## src/rtl/alu_wb_pkg.sv

```systemverilog
// Shared definitions for the execute/write-back sequencer: opcodes, FSM
// state encoding and instruction field positions.
package alu_wb_pkg;

  localparam int DW = 16;
  localparam int AW = 3;

  localparam logic [3:0] OP_ADD  = 4'd0;
  localparam logic [3:0] OP_SUB  = 4'd1;
  localparam logic [3:0] OP_AND  = 4'd2;
  localparam logic [3:0] OP_OR   = 4'd3;
  localparam logic [3:0] OP_XOR  = 4'd4;
  localparam logic [3:0] OP_SLL  = 4'd5;
  localparam logic [3:0] OP_SRL  = 4'd6;
  localparam logic [3:0] OP_MOV  = 4'd7;
  localparam logic [3:0] OP_ADDI = 4'd8;

  localparam int OP_HI  = 15;
  localparam int OP_LO  = 12;
  localparam int RW_HI  = 11;
  localparam int RW_LO  = 9;
  localparam int RA_HI  = 8;
  localparam int RA_LO  = 6;
  localparam int RB_HI  = 5;
  localparam int RB_LO  = 3;
  localparam int IMM_HI = 2;
  localparam int IMM_LO = 0;

  typedef enum logic [1:0] {
    ST_IDLE  = 2'd0,
    ST_READ  = 2'd1,
    ST_EXEC  = 2'd2,
    ST_WRITE = 2'd3
  } state_t;

  // Opcodes above ADDI retire without writing and without touching flags.
  function automatic logic is_nop(input logic [3:0] op);
    return (op > OP_ADDI);
  endfunction

endpackage

```

## src/rtl/alu_wb_seq_alu16.sv

```systemverilog
// Combinational 16-bit ALU; the carry output is the add carry-out or the
// subtract borrow, and zero for all other operations.
module alu16
  import alu_wb_pkg::*;
#(
  parameter int DW = 16
) (
  input  logic [DW-1:0] a,
  input  logic [DW-1:0] b,
  input  logic [3:0]    op,
  input  logic [2:0]    imm3,
  output logic [DW-1:0] result,
  output logic          carry
);

  logic [DW:0] wide_s;

  // Result is computed one bit wider so the top bit doubles as carry/borrow.
  always_comb begin
    wide_s = {(DW+1){1'b0}};
    case (op)
      OP_ADD:  wide_s = {1'b0, a} + {1'b0, b};
      OP_SUB:  wide_s = {(a < b), a - b};
      OP_AND:  wide_s = {1'b0, a & b};
      OP_OR:   wide_s = {1'b0, a | b};
      OP_XOR:  wide_s = {1'b0, a ^ b};
      OP_SLL:  wide_s = {1'b0, a << b[3:0]};
      OP_SRL:  wide_s = {1'b0, a >> b[3:0]};
      OP_MOV:  wide_s = {1'b0, a};
      OP_ADDI: wide_s = {1'b0, a} + {{(DW-2){1'b0}}, imm3};
      default: wide_s = {(DW+1){1'b0}};
    endcase
  end

  assign result = wide_s[DW-1:0];
  assign carry  = wide_s[DW];

endmodule

```

## src/rtl/alu_wb_seq.sv

```systemverilog
// Four-state execute/write-back sequencer: reads two registers, runs the ALU
// and writes the result back through the register file write port.
module alu_wb_seq
  import alu_wb_pkg::*;
#(
  parameter int DW = 16,
  parameter int AW = 3
) (
  input  logic          clk,
  input  logic          rst_n,
  input  logic          instr_valid,
  input  logic [15:0]   instr,
  output logic          instr_ready,
  output logic [AW-1:0] RA,
  output logic [AW-1:0] RB,
  input  logic [DW-1:0] busA,
  input  logic [DW-1:0] busB,
  output logic [AW-1:0] RW,
  output logic [DW-1:0] busW,
  output logic          WE,
  output logic          done,
  output logic          flag_z,
  output logic          flag_c
);

  state_t          state_r;
  logic [3:0]      op_r;
  logic [AW-1:0]   rw_r;
  logic [2:0]      imm_r;
  logic [DW-1:0]   opa_r;
  logic [DW-1:0]   opb_r;
  logic            carry_r;
  logic            zero_r;
  logic [DW-1:0]   alu_res_s;
  logic            alu_carry_s;

  alu16 #(.DW(DW)) u_alu (
    .a      (opa_r),
    .b      (opb_r),
    .op     (op_r),
    .imm3   (imm_r),
    .result (alu_res_s),
    .carry  (alu_carry_s)
  );

  // Sequencer FSM; busW doubles as the latched result register.
  always_ff @(posedge clk or negedge rst_n) begin
    if (!rst_n) begin
      state_r     <= ST_IDLE;
      instr_ready <= 1'b1;
      op_r        <= 4'd0;
      rw_r        <= {AW{1'b0}};
      imm_r       <= 3'd0;
      opa_r       <= {DW{1'b0}};
      opb_r       <= {DW{1'b0}};
      carry_r     <= 1'b0;
      zero_r      <= 1'b0;
      RA          <= {AW{1'b0}};
      RB          <= {AW{1'b0}};
      RW          <= {AW{1'b0}};
      busW        <= {DW{1'b0}};
      WE          <= 1'b0;
      done        <= 1'b0;
      flag_z      <= 1'b0;
      flag_c      <= 1'b0;
    end else begin
      case (state_r)
        ST_IDLE: begin
          if (instr_valid && instr_ready) begin
            op_r        <= instr[OP_HI:OP_LO];
            rw_r        <= instr[RW_HI:RW_LO];
            imm_r       <= instr[IMM_HI:IMM_LO];
            RA          <= instr[RA_HI:RA_LO];
            RB          <= instr[RB_HI:RB_LO];
            instr_ready <= 1'b0;
            state_r     <= ST_READ;
          end else begin
            state_r     <= ST_IDLE;
          end
        end
        ST_READ: begin
          opa_r   <= busA;
          opb_r   <= busB;
          state_r <= ST_EXEC;
        end
        ST_EXEC: begin
          carry_r <= alu_carry_s;
          zero_r  <= (alu_res_s == {DW{1'b0}});
          busW    <= alu_res_s;
          RW      <= rw_r;
          WE      <= !is_nop(op_r);
          done    <= 1'b1;
          state_r <= ST_WRITE;
        end
        ST_WRITE: begin
          WE          <= 1'b0;
          done        <= 1'b0;
          instr_ready <= 1'b1;
          if (!is_nop(op_r)) begin
            flag_z <= zero_r;
            flag_c <= carry_r;
          end
          state_r     <= ST_IDLE;
        end
        default: begin
          WE          <= 1'b0;
          done        <= 1'b0;
          instr_ready <= 1'b1;
          state_r     <= ST_IDLE;
        end
      endcase
    end
  end

endmodule

```

## config.mk

```make
export PLATFORM = sky130hd
export DESIGN_NAME = alu_wb_seq
export DESIGN_NICKNAME = d
export VERILOG_FILES = /design/src/rtl/alu_wb_pkg.sv /design/src/rtl/alu_wb_seq_alu16.sv /design/src/rtl/alu_wb_seq.sv
export SDC_FILE = /design/constraint.sdc
export NUM_CORES = 1
export LEC_CHECK = 0
export BUFFER_PORTS_ARGS = -buffer_cell sky130_fd_sc_hd__buf_2
export CAP_MARGIN = 40
export CORE_ASPECT_RATIO = 1.75
export CORE_MARGIN = 8
export CORE_UTILIZATION = 35
export DETAILED_ROUTE_END_ITERATION = 8
export HOLD_SLACK_MARGIN = 0.1
export SYNTH_ARGS = -nofsm -noshare
export SYNTH_HDL_FRONTEND = slang
export SYNTH_SLANG_ARGS = --single-unit
```

## constraint.sdc

```tcl
create_clock -name clk -period 5.4 [get_ports clk]
set_input_delay 0 -clock clk [delete_from_list [all_inputs] [get_ports clk]]
set_output_delay 0 -clock clk [all_outputs]
set_load 0.01 [all_outputs]
```

# Word level (Yosys, flattened, before mapping)
# Index checks and enable logic that the tools add are counted.
word_totals:
  regBits: 76
  latchBits: 0
  mem_bits_rw: 0
  rom_bits: 0
  out_inout_bits: 30
  mem_count: 0
op_classes:
  add_sub_neg: 3
  n_mul: 0
  div: 0
  n_lt_le_gt_ge: 2
  n_eq_ne: 12
  shifts: 2
  mux: 7
  bitwise_logic: 4
  reduce_logical: 10
op_table:
  columns: ["operator", "n"]
  rows:
  - ["$pmux W17 S9", 1]
  - ["$add A16 B16 Y17", 1]
  - ["$add A16 B3 Y17", 1]
  - ["$and A16 B16 Y16", 1]
  - ["$eq A4 B3 Y1 const B", 4]
  - ["$logic_not A16 Y1", 1]
  - ["$lt A16 B16 Y1", 1]
  - ["$or A16 B16 Y16", 1]
  - ["$shl A16 B4 Y16", 1]
  - ["$shr A16 B4 Y16", 1]
  - ["$sub A16 B16 Y16", 1]
  - ["$xor A16 B16 Y16", 1]
  - ["$eq A4 B2 Y1 const B", 2]
  - ["$pmux W2 S4", 1]
  - ["$pmux W1 S2", 3]
  - ["$reduce_and A2 Y1", 3]
  - ["$eq A2 B2 Y1 const B", 2]
  - ["$eq A4 B1 Y1 const B", 1]
  - ["$eq A4 B4 Y1 const B", 1]
  - ["$gt A4 B4 Y1 const B", 1]
  - ["$logic_not A4 Y1", 1]
  - ["$reduce_bool A2 Y1", 2]
  - ["$eq A2 B1 Y1 const B", 1]
  - ["$logic_not A2 Y1", 1]
  - ["other kinds (5)", 6]

# Longest topological paths before layout
logic_depth:
  depth_word: 3
  ltp_mapped: 18

# Modules after synthesis
# From an unflattened synthesis, not the netlist that was laid out.
unflattened:
  hier_cells: 751
  area_unflattened_um2: 6956.7
by_module_without_submodules:
  columns: ["mod", "n_inst", "cells_per_inst", "area_each_um2", "seq_area_each_um2"]
  rows:
  - ["alu16", 1, 571, 4060.1, 0.0]
  - ["alu_wb_seq", 1, 180, 2896.5, 1903.1]

# Worst setup path after synthesis
# No wires, ideal clock.
synth_timing:
  path_kind: "reg2reg"
  startpoint: "register op_r[0]"
  endpoint: "register carry_r"
  setup_time_ps: 123
  t_arrival_ps: 4088
  t_required_ps: 5277
  setup_slack_ps: 1189
  path_stages_with_launch: 18
  synth_period_minus_slack_ps: 4211
  cell_sequence: "dfrtp_1 > buf_2 > nor3_1 > clkbuf_1 > and2_1 > buf_2 > o21ai_0 > ha_1 > fa_1 > a211oi_2 > o21ai_1 > o211a_2 > a2111oi_1 > nor2b_1 > o21a_1 > o2111ai_1 > o211ai_1 > o221a_2"
synth_between:
  elab_chain_cells: 2
synth_lines:
  columns: ["element", "line_no", "source"]
  rows:
  - ["start: declaration", "alu_wb_seq.sv:27", "logic [3:0] op_r;"]
  - ["start signal: assignment", "alu_wb_seq.sv:70", "op_r <= instr[OP_HI:OP_LO];"]
  - ["$eq A4 B4 Y1 (tied with other cells)", "alu_wb_seq_alu16.sv:21", "case (op)"]
  - ["$pmux W17 S9 *", "alu_wb_seq_alu16.sv:21", null]
  - ["end signal: assignment", "alu_wb_seq.sv:87", "carry_r <= alu_carry_s;"]
  - ["end: declaration", "alu_wb_seq.sv:32", "logic carry_r;"]
# Mark *: on every way between the ends. The rest lies on a longest branch, timed or not.
# A chain may end at the register's enable or synchronous reset.

# Worst setup path in the final report
layout_timing:
  startpoint: "register op_r[2]"
  endpoint: "register zero_r"
layout_between:
  elab_chain_cells: 3
layout_lines:
  columns: ["element", "line_no", "source"]
  rows:
  - ["$eq A4 B4 Y1 (tied with other cells)", "alu_wb_seq_alu16.sv:21", null]
  - ["$pmux W17 S9 *", "alu_wb_seq_alu16.sv:21", null]
  - ["$logic_not A16 Y1 *", "alu_wb_seq.sv:88", "zero_r <= (alu_res_s == {DW{1'b0}});"]
  - ["end signal: assignment", "alu_wb_seq.sv:88", null]
  - ["end: declaration", "alu_wb_seq.sv:33", "logic zero_r;"]
# Marks and branches as above.

==> metrics.md <==
| Metric | Value |
|---|---|
| Synth Register Bits | `76` |
| Leading area contributor after synthesis | `sky130_fd_sc_hd__dfrtp_1` |
| Storage cell area | `~1900 sq um` |
| Final hold violations | `0` |
| Post-route clock skew | `roughly 0.0099 ns` |
| Pin count of the biggest net entering global routing | `52` |
| Buffer cell driving the clock tree root | `sky130_fd_sc_hd__clkbuf_16` |
| Dominant combinational cell family by area after synthesis | `compound AO/OA/AOI/OAI gates` |
| Start point of the worst hold path | `busB[4]` |
| Worst Hold Slack | `a little under 0.4 ns` |
| Proportion of synthesized chip area in sequential cells | `0.2657` |
| Total GRT Usage | `0.2537` |
| Average footprint of a synthesized cell | `approximately 8.3 sq um` |
| Startpoint kind of the worst setup timing path | `flop` |
| Hold Path Depth | `4` |
| Shortest period the worst path allows | `~3.8 ns` |
| Routed via count divided by cell count | `~6` |
| Final setup vio count | `0` |
| Depth of the worst register-to-register path | `15` |
| Status | `finished, final reports clean` |
| CTS Buffer Depth | `2` |
| DRC violation count after routing | `0` |
| Placed insts | `around 1100` |
| Xor-xnor portion of the synthesized cell area | `0.02201` |
| Vias in the first global route | `about 7500` |
| Number of nets in the synthesized netlist | `980` |
| Class of the tightest hold or removal check | `in -> reg` |
| Max-slew headroom | `0.4339` |
| First-pass GRT wire length | `roughly 47 mm` |
| Initial cell density of the core | `0.3546` |
| Met2 wire length | `16.20 mm` |
| Antenna-violating nets left | `0` |
| CORE AREA | `between 20000 and 25000 sq um` |
| Highest attainable clock frequency | `~260 MHz` |
| Wire length per cell | `approximately 26 microns` |
| Post-synthesis adder-cell area fraction | `0.1261` |
| Post-synthesis instance total | `858` |
| Die ar. | `25480 sq um` |
| Final HPWL DP | `23.89 mm` |
| Clock tree from TritonCTS | `done` |
| Fraction of final layout cells sized beyond drive strength 1 | `0.1703` |
| Setup tns final | `0 ns` |
| Number of distinct library cells after synthesis | `78` |
| Antenna diode count | `0` |
| Routed WL | `between 30 and 40 mm` |
| Warnings from Yosys | `0` |
| Largest cells by area after synthesis | `sky130_fd_sc_hd__dfrtp_1 26%, sky130_fd_sc_hd__ha_1 12%, sky130_fd_sc_hd__o21ai_0 4.8%` |
| GPL Wtd Cong | `around 1.0` |
| Max Transition Viols Final | `0` |
| Pre-Repair DR Iteration Count | `5` |
| Final setup margin | `approximately 1.6 ns` |
| Number of antenna violations at the first check in global routing | `0` |
| RSZ-0062 raised after global routing | `no` |
| Critical path data required time | `around 5.7 ns` |
| Multiplexer area fraction after synthesis | `0.1072` |
| Met3 layer wire length in the routed design | `approximately 1.4 mm` |
| CTS sink cnt | `76` |
| Share of the clock period used by the worst path after layout | `0.7111` |
| Max layer used | `met4` |
| Register-to-Register Setup Slack | `~1.6 ns` |
| Area added between synthesis and finish | `19.97%` |
| Number of filler cells placed in the layout | `2080` |
| Beginning of the worst register-to-register path | `op_r[2]` |
| Post-placement worst setup slack | `approximately 1.6 ns` |
| Kind of end point of the critical path | `flop` |
| Proportion of synthesized flip-flops having asynchronous set or reset | `1.000` |
| Max-Cap Viols | `0` |
| Total routed wire length on the met1 layer | `approximately 11 mm` |
| Transition time at the pin with the least slew margin | `about 0.84 ns` |
| Most common cell after layout, fill and taps aside | `sky130_fd_sc_hd__nand2_1` |
| Total congestion overflow | `0` |
| Yosys top cell area share | `0.2620` |
| I/O Buffers | `80` |
| Hold Crit Endpoint | `opb_r[4]` |
| Width of the die | `roughly 120 microns` |
| Netlist area before placement | `around 7200 sq um` |
| Area of the multi-input gates | `approximately 4800 sq um` |
| Highest-count cells in the layout ignoring fill and taps | `86 x sky130_fd_sc_hd__nand2_1, 80 x sky130_fd_sc_hd__nor2_1, 79 x sky130_fd_sc_hd__buf_2, 74 x sky130_fd_sc_hd__dfrtp_1` |
| Most used flip-flop cell after synthesis | `sky130_fd_sc_hd__dfrtp_1` |
| Cell Count, Final, Fillers Out | `1217` |
| Die H | `around 210 microns` |
| Clock latency on the worst-skew pair | `around 0.35 ns` |
| Worst Path Max Fanout | `19` |
| Inserted Clock Buffers | `9` |
| Count of routing violations after the opening detailed-route iteration | `between 500 and 600` |
| Buffers inserted by post-CTS timing repair | `0` |
| Number of rows in the core area | `between 60 and 70` |
| Endpoint arrival time on the critical path | `slightly above 4 ns` |
| Simple-gate share of the synthesized area | `0.1754` |
| Routed vias | `between 7000 and 8000` |
| Destination of the worst register-to-register timing path | `zero_r` |
| Top Ports | `just over 80` |
| Clock input transition at the sequential cells of the worst setup and hold paths | `around 0.070 ns` |
| Share of the synthesized area in compound gates (AO/OA/AOI/OAI) | `0.2395` |
| Number of enable flip-flop cells after synthesis | `0` |
| Total Nets Final | `1086` |
| CTS H-tree lvls | `3` |
| Critical path start-end classification | `reg -> reg` |
per-layer routing:
metal,up-vias,global-route usage
met5,-,0
met4,0,0.2226
met2,300,0.4429
met1,3471,0.2578
met3,134,0.02967
li1,3321,-
stage by stage:
step | util | cell area [sq um]
after global routing | 0.4254 | 8593
after floorplan | - | 7163
after global placement | 0.3812 | 7701
final | 0.4254 | 8593
after CTS | 0.4251 | 8588
after detailed placement | 0.3833 | 7744
cells in the mapped netlist, drive strengths merged (5+ instances only):
| cell type | instances |
|---|---|
| a211oi | 10 |
| o21ai | 78 |
| and3 | 5 |
| inv | 50 |
| o31ai | 5 |
| a221oi | 8 |
| buf | 27 |
| and2 | 5 |
| dfrtp | 75 |
| or3 | 6 |
| nand2 | 86 |
| nor2 | 80 |
| a22oi | 17 |
| a21oi | 57 |
| nor4 | 5 |
| mux2i | 28 |
| nand3 | 15 |
| nor3 | 24 |
| ha | 69 |
| mux4 | 6 |
| a21o | 6 |
| o22ai | 15 |
| o21bai | 5 |
| mux2 | 30 |
| clkbuf | 25 |
| o211ai | 5 |
| xor2 | 5 |
| o221ai | 8 |
| nor2b | 15 |
| nand2b | 10 |
| xnor2 | 13 |
final cells by class:
| type | count | area share |
|---|---|---|
| Multi-Input combinational cell | 680 | 0.5590 |
| Sequential cell | 76 | 0.2216 |
| Timing Repair Buffer | 147 | 0.1235 |
| Tap cell | 248 | 0.03611 |
| Clock buffer | 10 | 0.02665 |
| Inverter | 50 | 0.02213 |
| Clock inverter | 6 | 0.01107 |
registers in the layout, indices dropped and copies added, names as in the netlist, 2 cells and up:
signal,count
RA,3
RB,3
RW,3
busW,16
imm_r,3
op_r,4
opa_r,16
opb_r,16
rw_r,3
state_r,2
worst max-delay path by stage:
| stage | start | endpoint | slack (ns) |
|---|---|---|---|
| finish | op_r[2] | zero_r | 1.56 |
| global route | op_r[2] | zero_r | 1.20 |
| CTS | op_r[2] | zero_r | 1.57 |
| detailed placement | op_r[2] | zero_r | 1.59 |
| global placement | op_r[0] | zero_r | 1.61 |
| floorplan | op_r[0] | carry_r | 1.19 |
critical path, cell delays in order, from the launching register on:
cell,delay [ns]
sky130_fd_sc_hd__dfrtp_1,0.43
sky130_fd_sc_hd__nor3_1,0.20
sky130_fd_sc_hd__and2_1,0.15
sky130_fd_sc_hd__buf_4,0.22
sky130_fd_sc_hd__o21ai_0,0.11
sky130_fd_sc_hd__ha_1,0.23
sky130_fd_sc_hd__fa_1,0.44
sky130_fd_sc_hd__a211oi_2,0.27
sky130_fd_sc_hd__o21ai_1,0.11
sky130_fd_sc_hd__o211a_2,0.17
sky130_fd_sc_hd__a31oi_1,0.30
sky130_fd_sc_hd__or4b_2,0.18
sky130_fd_sc_hd__a21oi_1,0.06
sky130_fd_sc_hd__a2111oi_1,0.40
sky130_fd_sc_hd__nand4_1,0.19
sky130_fd_sc_hd__o32ai_2,0.27
kinds of logic (layout without fill, tap and decap cells):
| group | after synthesis | after routing |
|---|---|---|
| AOI/OAI and AO/OA | 260 | 260 |
| xor gates and xnor gates | 18 | 18 |
| DFF | 76 | 76 |
| adders and majority gates | 71 | 71 |
| and+or+nand+nor | 267 | 267 |
| muxes | 64 | 64 |
| buffers and inverters | 102 | 213 |
what timing repair did:
action | CTS | global route
hold buffers | 52 | 0
endpoints found under the hold margin | 124 | 0
gates resized for setup | 0 | 0
Power is left out: the tool's default activity adds up to more than one toggle a clock period on the data nets, which glitch-free logic cannot reach.
